**config.mk**
```make
export PLATFORM = sky130hd
export DESIGN_NAME = led_pattern_gen_flat
export DESIGN_NICKNAME = d
export VERILOG_FILES = /design/src/rtl/led_pattern_gen_if.sv /design/src/rtl/led_pattern_gen.sv /design/src/flat_wrapper.sv
export SDC_FILE = /design/constraint.sdc
export NUM_CORES = 1
export LEC_CHECK = 0
export BUFFER_PORTS_ARGS = -buffer_cell sky130_fd_sc_hd__buf_2
export CAP_MARGIN = 15
export CORE_AREA = 2 2 99 101
export CTS_BUF_LIST = sky130_fd_sc_hd__clkbuf_8
export DETAILED_ROUTE_END_ITERATION = 12
export DIE_AREA = 0 0 101 103
export GPL_ROUTABILITY_DRIVEN = 0
export PLACE_DENSITY_LB_ADDON = 0.3
export SETUP_SLACK_MARGIN = 0.4
export SYNTH_ARGS = -nofsm -noshare
export SYNTH_HDL_FRONTEND = slang
export SYNTH_SLANG_ARGS = --single-unit
```
**constraint.sdc**
```tcl
create_clock -name clk -period 3.3 [get_ports clk]
set_input_delay 0.66 -clock clk [delete_from_list [all_inputs] [get_ports clk]]
set_output_delay 0.66 -clock clk [all_outputs]
set_load 0.1 [all_outputs]
```
**src/rtl/led_pattern_gen_if.sv**
```systemverilog
// Control/status bundle for led_pattern_gen: pattern select, prescaler divisor, pause,
// step strobe and LED bank. WIDTH/DIV_W must match the attached generator instance.
interface led_pattern_gen_if #(
    parameter int unsigned WIDTH = 16,
    parameter int unsigned DIV_W = 24
);
    logic [1:0]       mode;
    logic [DIV_W-1:0] div;
    logic             pause;
    logic             step_o;
    logic [WIDTH-1:0] led;

    modport master (
        output mode, div, pause,
        input  step_o, led
    );

    modport slave (
        input  mode, div, pause,
        output step_o, led
    );
endinterface

```
**src/rtl/led_pattern_gen.sv**
```systemverilog
// LED pattern generator: rotate / bounce / binary count / blink, advanced by a prescaler tick.
// Define LED_PATTERN_GEN_SYNC_EN to pass mode and pause through 2-flop synchronizers.
module led_pattern_gen #(
    parameter int unsigned WIDTH = 16,
    parameter int unsigned DIV_W = 24
) (
    input logic              clk,
    input logic              rst_key,
    led_pattern_gen_if.slave bus
);
    typedef enum logic {DirLeft, DirRight} dir_e;

    localparam logic [1:0]       ModeRotate = 2'd0;
    localparam logic [1:0]       ModeBounce = 2'd1;
    localparam logic [1:0]       ModeCount  = 2'd2;
    localparam logic [1:0]       ModeBlink  = 2'd3;
    localparam logic [WIDTH-1:0] LedOne     = WIDTH'(1);
    localparam logic [DIV_W-1:0] CntOne     = DIV_W'(1);

    logic [1:0] mode_s;
    logic       pause_s;

`ifdef LED_PATTERN_GEN_SYNC_EN
    logic [1:0] mode_m;
    logic       pause_m;

    always_ff @(posedge clk or negedge rst_key) begin
        if (!rst_key) begin
            mode_m  <= '0;
            mode_s  <= '0;
            pause_m <= 1'b0;
            pause_s <= 1'b0;
        end else begin
            mode_m  <= bus.mode;
            mode_s  <= mode_m;
            pause_m <= bus.pause;
            pause_s <= pause_m;
        end
    end
`else
    assign mode_s  = bus.mode;
    assign pause_s = bus.pause;
`endif

    logic [1:0]       mode_q, mode_d;
    logic [DIV_W-1:0] cnt_q, cnt_d;
    dir_e             dir_q, dir_d;
    logic [WIDTH-1:0] led_q, led_d;
    logic             step_q;

    logic mode_chg;
    logic tick;
    logic one_hot;

    assign mode_chg = (mode_s != mode_q);
    // >= rather than == so lowering div below cnt ticks at once instead of wrapping
    assign tick     = (cnt_q >= bus.div) && !pause_s && !mode_chg;
    assign one_hot  = (led_q != '0) && ((led_q & (led_q - LedOne)) == '0);

    always_comb begin
        mode_d = mode_q;
        cnt_d  = cnt_q;
        dir_d  = dir_q;
        led_d  = led_q;
        if (mode_chg) begin
            mode_d = mode_s;
            cnt_d  = '0;
            dir_d  = DirLeft;
            led_d  = (mode_s == ModeRotate || mode_s == ModeBounce) ? LedOne : '0;
        end else if (pause_s) begin
            cnt_d = cnt_q;
        end else if (tick) begin
            cnt_d = '0;
            unique case (mode_q)
                ModeRotate: led_d = {led_q[WIDTH-2:0], ~|led_q[WIDTH-2:0]};
                ModeBounce: begin
                    if (!one_hot) begin
                        led_d = LedOne;
                        dir_d = DirLeft;
                    end else if (dir_q == DirLeft) begin
                        if (led_q[WIDTH-1]) begin
                            dir_d = DirRight;
                            led_d = led_q >> 1;
                        end else begin
                            led_d = led_q << 1;
                        end
                    end else begin
                        if (led_q[0]) begin
                            dir_d = DirLeft;
                            led_d = led_q << 1;
                        end else begin
                            led_d = led_q >> 1;
                        end
                    end
                end
                ModeCount:  led_d = led_q + LedOne;
                ModeBlink:  led_d = (led_q == '0) ? '1 : '0;
                default:    led_d = led_q;
            endcase
        end else begin
            cnt_d = cnt_q + CntOne;
        end
    end

    always_ff @(posedge clk or negedge rst_key) begin
        if (!rst_key) begin
            mode_q <= ModeRotate;
            cnt_q  <= '0;
            dir_q  <= DirLeft;
            led_q  <= '0;
            step_q <= 1'b0;
        end else begin
            mode_q <= mode_d;
            cnt_q  <= cnt_d;
            dir_q  <= dir_d;
            led_q  <= led_d;
            step_q <= tick;
        end
    end

    assign bus.led    = led_q;
    assign bus.step_o = step_q;
endmodule
```
**src/flat_wrapper.sv**
```systemverilog
// flat-port wrapper written by rule: the top's interface ports become plain ports
module led_pattern_gen_flat 
#(
    parameter int unsigned WIDTH = 16,
    parameter int unsigned DIV_W = 24
)
  (clk, rst_key, bus_mode, bus_div, bus_pause, bus_step_o, bus_led);
  led_pattern_gen_if #(.WIDTH(WIDTH), .DIV_W(DIV_W)) bus_i ();
  input logic clk;
  input logic rst_key;
  input wire logic [$bits(bus_i.mode)-1:0] bus_mode;
  input wire logic [$bits(bus_i.div)-1:0] bus_div;
  input wire logic [$bits(bus_i.pause)-1:0] bus_pause;
  output wire logic [$bits(bus_i.step_o)-1:0] bus_step_o;
  output wire logic [$bits(bus_i.led)-1:0] bus_led;
  assign bus_i.mode = bus_mode;
  assign bus_i.div = bus_div;
  assign bus_i.pause = bus_pause;
  assign bus_step_o = bus_i.step_o;
  assign bus_led = bus_i.led;
  led_pattern_gen #(.WIDTH(WIDTH), .DIV_W(DIV_W)) u_core (.clk(clk), .rst_key(rst_key), .bus(bus_i));
endmodule
```
==> results of run 1 <==
==> per-layer routing <==
layer | wire, um | up-vias | global-route usage
met5 | 0 | - | 0
met4 | 128 | 0 | 0.0551
met3 | 418 | 12 | 0.0332
met2 | 4390 | 75 | 0.307
met1 | 4490 | 1653 | 0.264
li1 | - | 1674 | -
==> power by group through the flow <==
| stage | combinational [mW] | sequential [mW] | clock [mW] |
|---|---|---|---|
| detailed placement | 0.193 | 0.563 | 0 |
| global placement | 0.189 | 0.562 | 0 |
| CTS | 0.198 | 0.552 | 0.363 |
| floorplan | 0.118 | 0.569 | 0 |
| global route | 0.232 | 0.549 | 0.391 |
| finish | 0.207 | 0.548 | 0.353 |
==> cells by family (layout without fill, tap and decap cells) <==
group,after synthesis,after routing,synth area share
adders and majority gates,29,29,0.0985
DFF,44,44,0.301
buffers and inverters,66,105,0.0738
and+or+nand+nor,174,174,0.235
AOI/OAI and AO/OA,104,104,0.206
xor gates and xnor gates,36,36,0.0862
==> cell type report <==
class                           instances  area (um^2)  area share
Tap cell                              114          143      0.0345
Clock buffer                            5         68.8      0.0166
Multi-Input combinational cell        343         2310       0.557
Sequential cell                        44         1100       0.267
Clock inverter                          2         12.5     0.00302
Timing Repair Buffer                   66          383      0.0926
Inverter                               32          120      0.0290
==> worst max path at each step <==
stage | startpoint | end | slack, ns | cells after the start
floorplan | u_core.bus.led[0]$_DFFE_PN0P_ | u_core.dir_q$_DFFE_PN0P_ | 0.45 | 10
global placement | bus_div[23] | u_core.dir_q$_DFFE_PN0P_ | 0.38 | 11
detailed placement | bus_div[19] | u_core.dir_q$_DFFE_PN0P_ | 0.33 | 11
CTS | u_core.bus.led[0]$_DFFE_PN0P_ | u_core.bus.led[9]$_DFFE_PN0P_ | 0.46 | 10
global route | u_core.bus.led[0]$_DFFE_PN0P_ | u_core.bus.led[10]$_DFFE_PN0P_ | 0.44 | 10
finish | u_core.bus.led[0]$_DFFE_PN0P_ | u_core.bus.led[10]$_DFFE_PN0P_ | 0.51 | 10
==> per-stage QoR <==
| stage | worst slack, ns | area [um^2] |
|---|---|---|
| 6_report | 0.515 | 4140 |
| 5_1_grt | 0.438 | 4140 |
| 3_5_place_dp | 0.325 | 3990 |
| 4_1_cts | 0.462 | 4100 |
| 2_1_floorplan | 0.446 | 3660 |
| 3_3_place_gp | 0.383 | 3990 |
==> layout by cell type (no fill, tap or decap), types with 8 or more instances in the layout <==
cell type and count:
sky130_fd_sc_hd__a21oi_1 21, sky130_fd_sc_hd__a32o_1 12, sky130_fd_sc_hd__and3_1 8, sky130_fd_sc_hd__buf_2 45, sky130_fd_sc_hd__buf_4 21, sky130_fd_sc_hd__dfrtp_1 42
sky130_fd_sc_hd__ha_1 27, sky130_fd_sc_hd__inv_1 31, sky130_fd_sc_hd__nand2_1 25, sky130_fd_sc_hd__nand3_1 17, sky130_fd_sc_hd__nand4_1 10, sky130_fd_sc_hd__nor2_1 71
sky130_fd_sc_hd__nor3_1 10, sky130_fd_sc_hd__o21ai_0 8, sky130_fd_sc_hd__o21ai_1 17, sky130_fd_sc_hd__o21bai_1 11, sky130_fd_sc_hd__xnor2_1 10, sky130_fd_sc_hd__xor2_1 26
==> timing repair <==
action                                  CTS  global route
pin swaps                                 1             2
hold buffers                              0             0
hold endpoints to repair                  0             0
gates resized for setup                   1             3
endpoints found under the setup margin    7            16
setup buffers                             3             4
==> flip-flops by register name, summed over array words and instances, names as in the netlist <==
signal	cells
u_core.cnt_q	24
u_core.mode_q	2
u_core.bus.step_o	1
u_core.bus.led	16
u_core.dir_q	1
==> worst max-delay path, cell delays in order, from the launching register on <==
cell	delay (ns)
sky130_fd_sc_hd__dfrtp_2	0.46
sky130_fd_sc_hd__inv_1	0.12
sky130_fd_sc_hd__ha_1	0.18
sky130_fd_sc_hd__or3b_4	0.43
sky130_fd_sc_hd__nor4_1	0.30
sky130_fd_sc_hd__o221ai_1	0.20
sky130_fd_sc_hd__a211oi_2	0.35
sky130_fd_sc_hd__nand2_2	0.16
sky130_fd_sc_hd__buf_4	0.19
sky130_fd_sc_hd__o21ai_1	0.14
sky130_fd_sc_hd__a32o_1	0.17
==> reports/results.tsv, run 1 <==
metric	value	unit
run_status	complete, no violations	
cts.reportedPaths.clkPinSlew	0.10	ns
asyncSetResetFlopFracSynth	1.00	
internal_power	763	uW
critPathRequiredTime	3.54	ns
worst_hold_path.num_cells	1	
clk_latency	0.32	ns
initial_core_utilization	0.387	
cp-end-kind	register	
net-switching-power	346	uW
fin_cells	606	
routed_wl	9.43	mm
ys_seq_area_frac	0.301	
combinationalPowerShare	0.187	
min_cycle_time_layout	2.79	ns
synth_area_leader_cell	sky130_fd_sc_hd__dfrtp_1	
design.core.area	9460	um^2
post_synth_num_cell_types	62	
synth_edf_count	0	
chipHeight	103	um
synth.top_cells.by_area	sky130_fd_sc_hd__dfrtp_1, sky130_fd_sc_hd__ha_1, sky130_fd_sc_hd__nor2_1, sky130_fd_sc_hd__xor2_1, sky130_fd_sc_hd__a32o_1	
timing.slew.headroom	0.326	
ant_nets	0	
grtUsageTotal	0.191	
power_per_cell_area	268	nW/um^2
setup_viol_count_final	0	
timing_worst_setup_path_type	reg -> reg	
die-width	101	um
layout_worst_path_cycle_share	0.844	
netSwitchingFraction	0.312	
post_layout_net_count	549	
worst_case_register_to_register_setup_slack	0.51	ns
drtPass1Iterations	4	
cp_launch_type	register	
floorplan.rows	36	
rsz0062_at_grt	no	
critPathArrivalTime	3.02	ns
timing.critical_path.fanout_max	6	
primary_flip_flop_cell_chosen_by_synthesis_mapping	sky130_fd_sc_hd__dfrtp_1	
finalMaxSlewViolations	0	
detailroute.via_count	3414	
clock_path_buffers	2	
via_per_inst	5.63	
timing.reg2reg.worst_path_depth	10	
drt_drc_violations_left	0	
fillers	960	
clock-sinks	44	
fin_hold_ws	0.488	ns
cts_tree	built	
dp.final_hpwl	6.57	mm
synth_most_common_cell	sky130_fd_sc_hd__nor2_1	
crit-reg2reg-capture	u_core.bus.led[10]$_DFFE_PN0P_	
dp.cells	592	
drt_iter0_drc	210	
synth_cell_count_leaders	sky130_fd_sc_hd__nor2_1, sky130_fd_sc_hd__dfrtp_1, sky130_fd_sc_hd__inv_1	
synth_cells	453	
drive_above_1_share	0.181	
avgRoutedWirePerCell	15.6	um
clock_tree.root_cell	sky130_fd_sc_hd__clkbuf_8	
synth_seq_cells	44	
top_level_ports	46	
grt_remaining_overflow	0	
antenna_cells_inserted	0	
grt_start_max_net_pins	45	
synth_area	3660	um^2
final_clock_skew	0.0203	ns
grt_pass1_vias	3290	
cts_made_buffers	5	
placement.io_buffers	45	
synthesis.yosys.warnings	0	
hold_path_class	in -> reg	
cts_max_level	2	
timing.setup.tns	0	ns
post-synth-top-area-fraction	0.301	
antenna_found_initial	0	
holdPathEnd	u_core.mode_q[0]$_DFFE_PN0N_	
leakage_dissipation	1.94	nW
grt_pass1_wl	16.0	mm
max_freq	359	MHz
critical_path.reg2reg.startpoint	u_core.bus.led[0]$_DFFE_PN0P_	
ir_worst_vdd	0.000151	V
syn_to_final_growth	13.0	%
design.die.area	10400	um^2
finalCoreUtilization	0.437	
max_cap_violations	0	
hold_path.startpoint	bus_mode[0]	
syn_nets	510	
sequentialPowerShare	0.494	
p_total	1.11	mW
syn-mean-instance-area	8.08	um^2
timing_worst_slew_pin_value	1.01	ns
clkPwrFrac	0.319	
final-hold-violation-count	0	
Note: power is estimated with default switching activity, not from simulation.
==> run 2, diff against run 1 <==
--- a/config.mk
+++ b/config.mk
@@ -5,12 +5,13 @@
 export SDC_FILE = /design/constraint.sdc
 export NUM_CORES = 1
 export LEC_CHECK = 0
+export ABC_AREA = 1
 export BUFFER_PORTS_ARGS = -buffer_cell sky130_fd_sc_hd__buf_2
 export CAP_MARGIN = 15
-export CORE_AREA = 2 2 99 101
+export CORE_AREA = 2 2 105 107
 export CTS_BUF_LIST = sky130_fd_sc_hd__clkbuf_8
 export DETAILED_ROUTE_END_ITERATION = 12
-export DIE_AREA = 0 0 101 103
+export DIE_AREA = 0 0 107 109
 export GPL_ROUTABILITY_DRIVEN = 0
 export PLACE_DENSITY_LB_ADDON = 0.3
 export SETUP_SLACK_MARGIN = 0.4
==> constraint.sdc (replaced) <==
create_clock -name clk -period 2.55 [get_ports clk]
set_input_delay 0.51 -clock clk [delete_from_list [all_inputs] [get_ports clk]]
set_output_delay 0.51 -clock clk [all_outputs]
set_load 0.1 [all_outputs]
==> reports/results.tsv, run 2 <==
metric	value	unit	change
post-synth-top-area-fraction	0.268		-0.0324
post_synth_num_cell_types	39		-37%
initial_core_utilization	0.387		about the same
most_used_cells_in_the_layout_excluding_fill_and_tap_cells	sky130_fd_sc_hd__nand2_1, sky130_fd_sc_hd__inv_1, sky130_fd_sc_hd__nor2_1		
dp.cells	822		+39%
asyncSetResetFlopFracSynth	1.00		unchanged
grtUsageTotal	0.197		+0.00648
multi_input_comb_area	2820	um^2	+22%
design.core.area	10600	um^2	+12%
min_cycle_time_layout	2.13	ns	-0.653 ns
antenna_cells_inserted	0		unchanged
syn-mean-instance-area	6.33	um^2	-22%
timing.reg2reg.worst_path_depth	14		+4
syn_nets	705		+38%
synth_seq_cells	44		unchanged
routed_wl	11.7	mm	+24%
critPathRequiredTime	2.79	ns	-0.75 ns
grt_start_max_net_pins	17		-62%
synth_cells	648		+43%
design.die.area	11700	um^2	+12%
layout_worst_path_cycle_share	0.836		-0.00784
cts_made_buffers	5		unchanged
synth_edf_count	0		unchanged
leakage_dissipation	2.59	nW	+34%
internal_power	1.15	mW	+51%
synth.top_cells.by_area	sky130_fd_sc_hd__dfrtp_1, sky130_fd_sc_hd__nand2_1, sky130_fd_sc_hd__nor2_1, sky130_fd_sc_hd__ha_1, sky130_fd_sc_hd__inv_1		
syn_to_final_growth	25.0	%	
timing.setup.tns	0	ns	unchanged
cp-end-kind	register		
top_level_ports	46		unchanged
floorplan.rows	38		+5.6%
clk_latency	0.31	ns	about the same
fin_cells	851		+40%
clkPwrFrac	0.335		+0.016
setup_viol_count_final	0		unchanged
hold_path_class	in -> async		
final-hold-violation-count	0		unchanged
max_cap_violations	0		unchanged
cp_launch_type	register		
dp.final_hpwl	8.13	mm	+24%
worstSetupPathDepth	14		+4
drt_drc_violations_left	0		unchanged
cts_tree	built		
post_cts_hold_buffer_count	0		unchanged
timing_worst_slew_pin_value	0.715	ns	-0.297 ns
clock_tree.root_cell	sky130_fd_sc_hd__clkbuf_8		
ys_seq_area_frac	0.268		-0.0324
grt_pass1_wl	18.7	mm	+17%
max_freq	469	MHz	+31%
netSwitchingFraction	0.319		+0.00732
ant_nets	0		unchanged
timing.critical_path.fanout_max	9		+3
post_layout_net_count	767		+40%
synth_most_common_cell	sky130_fd_sc_hd__nand2_1		
net-switching-power	540	uW	+56%
sequentialPowerShare	0.421		-0.073
cts_max_level	2		unchanged
placement.io_buffers	45		unchanged
worst_case_register_to_register_setup_slack	0.42	ns	-0.10 ns
finalMaxSlewViolations	0		unchanged
synth_area	4100	um^2	+12%
final_clock_skew	0.0123	ns	-0.00802 ns
grt_remaining_overflow	0		unchanged
antenna_found_initial	0		unchanged
cpLargestDelayFamily	simple AND/OR/NAND/NOR gates		
power_per_cell_area	330	nW/um^2	+23%
rsz0062_at_grt	yes		
cp_slowest_stage_delay	0.49	ns	+0.03 ns
top_register	u_core.cnt_q		
synthesis.yosys.warnings	0		unchanged
drt_iter0_drc	244		+16%
drive_above_1_share	0.270		+0.0891
timing_worst_setup_path_type	reg -> reg		
clock_path_buffers	2		unchanged
combinationalPowerShare	0.244		+0.057
total_area_of_sequential_cells	1130	um^2	+2.5%
crit_slowest_cell	sky130_fd_sc_hd__dfrtp_2		
clock-sinks	44		unchanged
synth_area_leader_cell	sky130_fd_sc_hd__dfrtp_1		
timing.slew.headroom	0.522		+0.196
largest_register_ffs	24		unchanged
critPathArrivalTime	2.38	ns	-0.64 ns
run_status	complete, no violations		
die-width	107	um	+5.9%
drtPass1Iterations	5		+1
mostFrequentLayoutCell	sky130_fd_sc_hd__nand2_1		
via_per_inst	5.16		-8.5%
primary_flip_flop_cell_chosen_by_synthesis_mapping	sky130_fd_sc_hd__dfrtp_1		
cp_cell_sequence	inv_1 > ha_4 > nand3_4 > nor2_4 > nand2_1 > nand2_1 > nand2_1 > nor2_4 > buf_4 > buf_4 > nand3_1 > nand3_1 > nand3_1 > nand2_1		
avgRoutedWirePerCell	13.7	um	-12%
ir_worst_vdd	0.000237	V	+57%
synth_cell_count_leaders	sky130_fd_sc_hd__nand2_1, sky130_fd_sc_hd__nor2_1, sky130_fd_sc_hd__inv_1		
cts.reportedPaths.clkPinSlew	0.09	ns	about the same
grt_pass1_vias	4118		+25%
chipHeight	109	um	+5.8%
detailroute.via_count	4387		+29%
fillers	1086		+13%
cpMostUsedCell	sky130_fd_sc_hd__nand2_1		
crit_buf_inv	3		+1
run 2: cell families (layout without fill, tap and decap cells):
kind of cell,count (synthesis),in the layout,synth area share
compound gates,83,83,0.120
xor+xnor,14,14,0.0299
fa+ha+maj,28,28,0.0854
buf+inv,116,178,0.114
flops,44,44,0.268
simple gates,363,364,0.382
run 2: metal layers:
layer	track usage	up-vias	share of wire	wire, um
met4	0.0677	0	0.022	252
li1	-	2184	-	-
met3	0.0245	23	0.049	577
met1	0.245	2051	0.43	5000
met2	0.353	129	0.50	5860
met5	0	-	0	0
run 2: timing repair:
| action | CTS | global route |
|---|---|---|
| endpoints found under the hold margin | 0 | 0 |
| setup endpoints to repair | 18 | 42 |
| pin swaps | 0 | 27 |
| cloned | 0 | 3 |
| gates resized for setup | 3 | 92 |
| buffers inserted | 0 | 18 |
run 2: final timing paths:
kind,from,endpoint
worst max-delay path,u_core.bus.led[1]$_DFFE_PN0P_,u_core.bus.led[9]$_DFFE_PN0P_
max in group asynchronous,rst_key,u_core.cnt_q[17]$_DFFE_PN0P_
worst min register to register,u_core.cnt_q[1]$_DFFE_PN0P_,u_core.cnt_q[1]$_DFFE_PN0P_
min in group clk,bus_mode[0],u_core.mode_q[0]$_DFFE_PN0N_
worst min-delay path,rst_key,u_core.bus.led[3]$_DFFE_PN0P_
worst max register to register,u_core.bus.led[1]$_DFFE_PN0P_,u_core.bus.led[9]$_DFFE_PN0P_
run 2: worst register-to-register path: stages, from the launching register on:
cell	delay [ns]
sky130_fd_sc_hd__dfrtp_2	0.49
sky130_fd_sc_hd__inv_1	0.13
sky130_fd_sc_hd__ha_4	0.16
sky130_fd_sc_hd__nand3_4	0.12
sky130_fd_sc_hd__nor2_4	0.13
sky130_fd_sc_hd__nand2_1	0.09
sky130_fd_sc_hd__nand2_1	0.07
sky130_fd_sc_hd__nand2_1	0.08
sky130_fd_sc_hd__nor2_4	0.25
sky130_fd_sc_hd__buf_4	0.17
sky130_fd_sc_hd__buf_4	0.10
sky130_fd_sc_hd__nand3_1	0.08
sky130_fd_sc_hd__nand3_1	0.09
sky130_fd_sc_hd__nand3_1	0.06
sky130_fd_sc_hd__nand2_1	0.06
run 2: cell type report:
cell class / count / share of cell area
clock buffer: 5 / 0.0134
timing repair buffer: 77 / 0.102
sequential: 44 / 0.221
clock inverter: 3 / 0.00903
multi-input combinational: 489 / 0.551
inverter: 93 / 0.0696
tap: 140 / 0.0342
run 2: stage by stage:
stage	setup WS, ns	util	total power [mW]	hold WS, ns	cell area (um^2)
6_report	0.418	0.483	1.69	0.0935	5120
5_1_grt	0.231	0.483	1.78	0.117	5120
4_1_cts	0.388	0.436	1.62	0.111	4620
3_5_place_dp	0.148	0.424	1.05	0.454	4490
3_3_place_gp	0.211	0.424	1.04	0.448	4490
2_1_floorplan	0.433	-	0.943	0.214	4120
run 2: power by group through the flow:
stage | registers (mW) | clock network [mW] | logic, mW
final | 0.712 | 0.568 | 0.413
after detailed placement | 0.725 | 0 | 0.322
after global routing | 0.712 | 0.610 | 0.455
after floorplan | 0.751 | 0 | 0.192
after CTS | 0.711 | 0.586 | 0.327
after global placement | 0.725 | 0 | 0.316
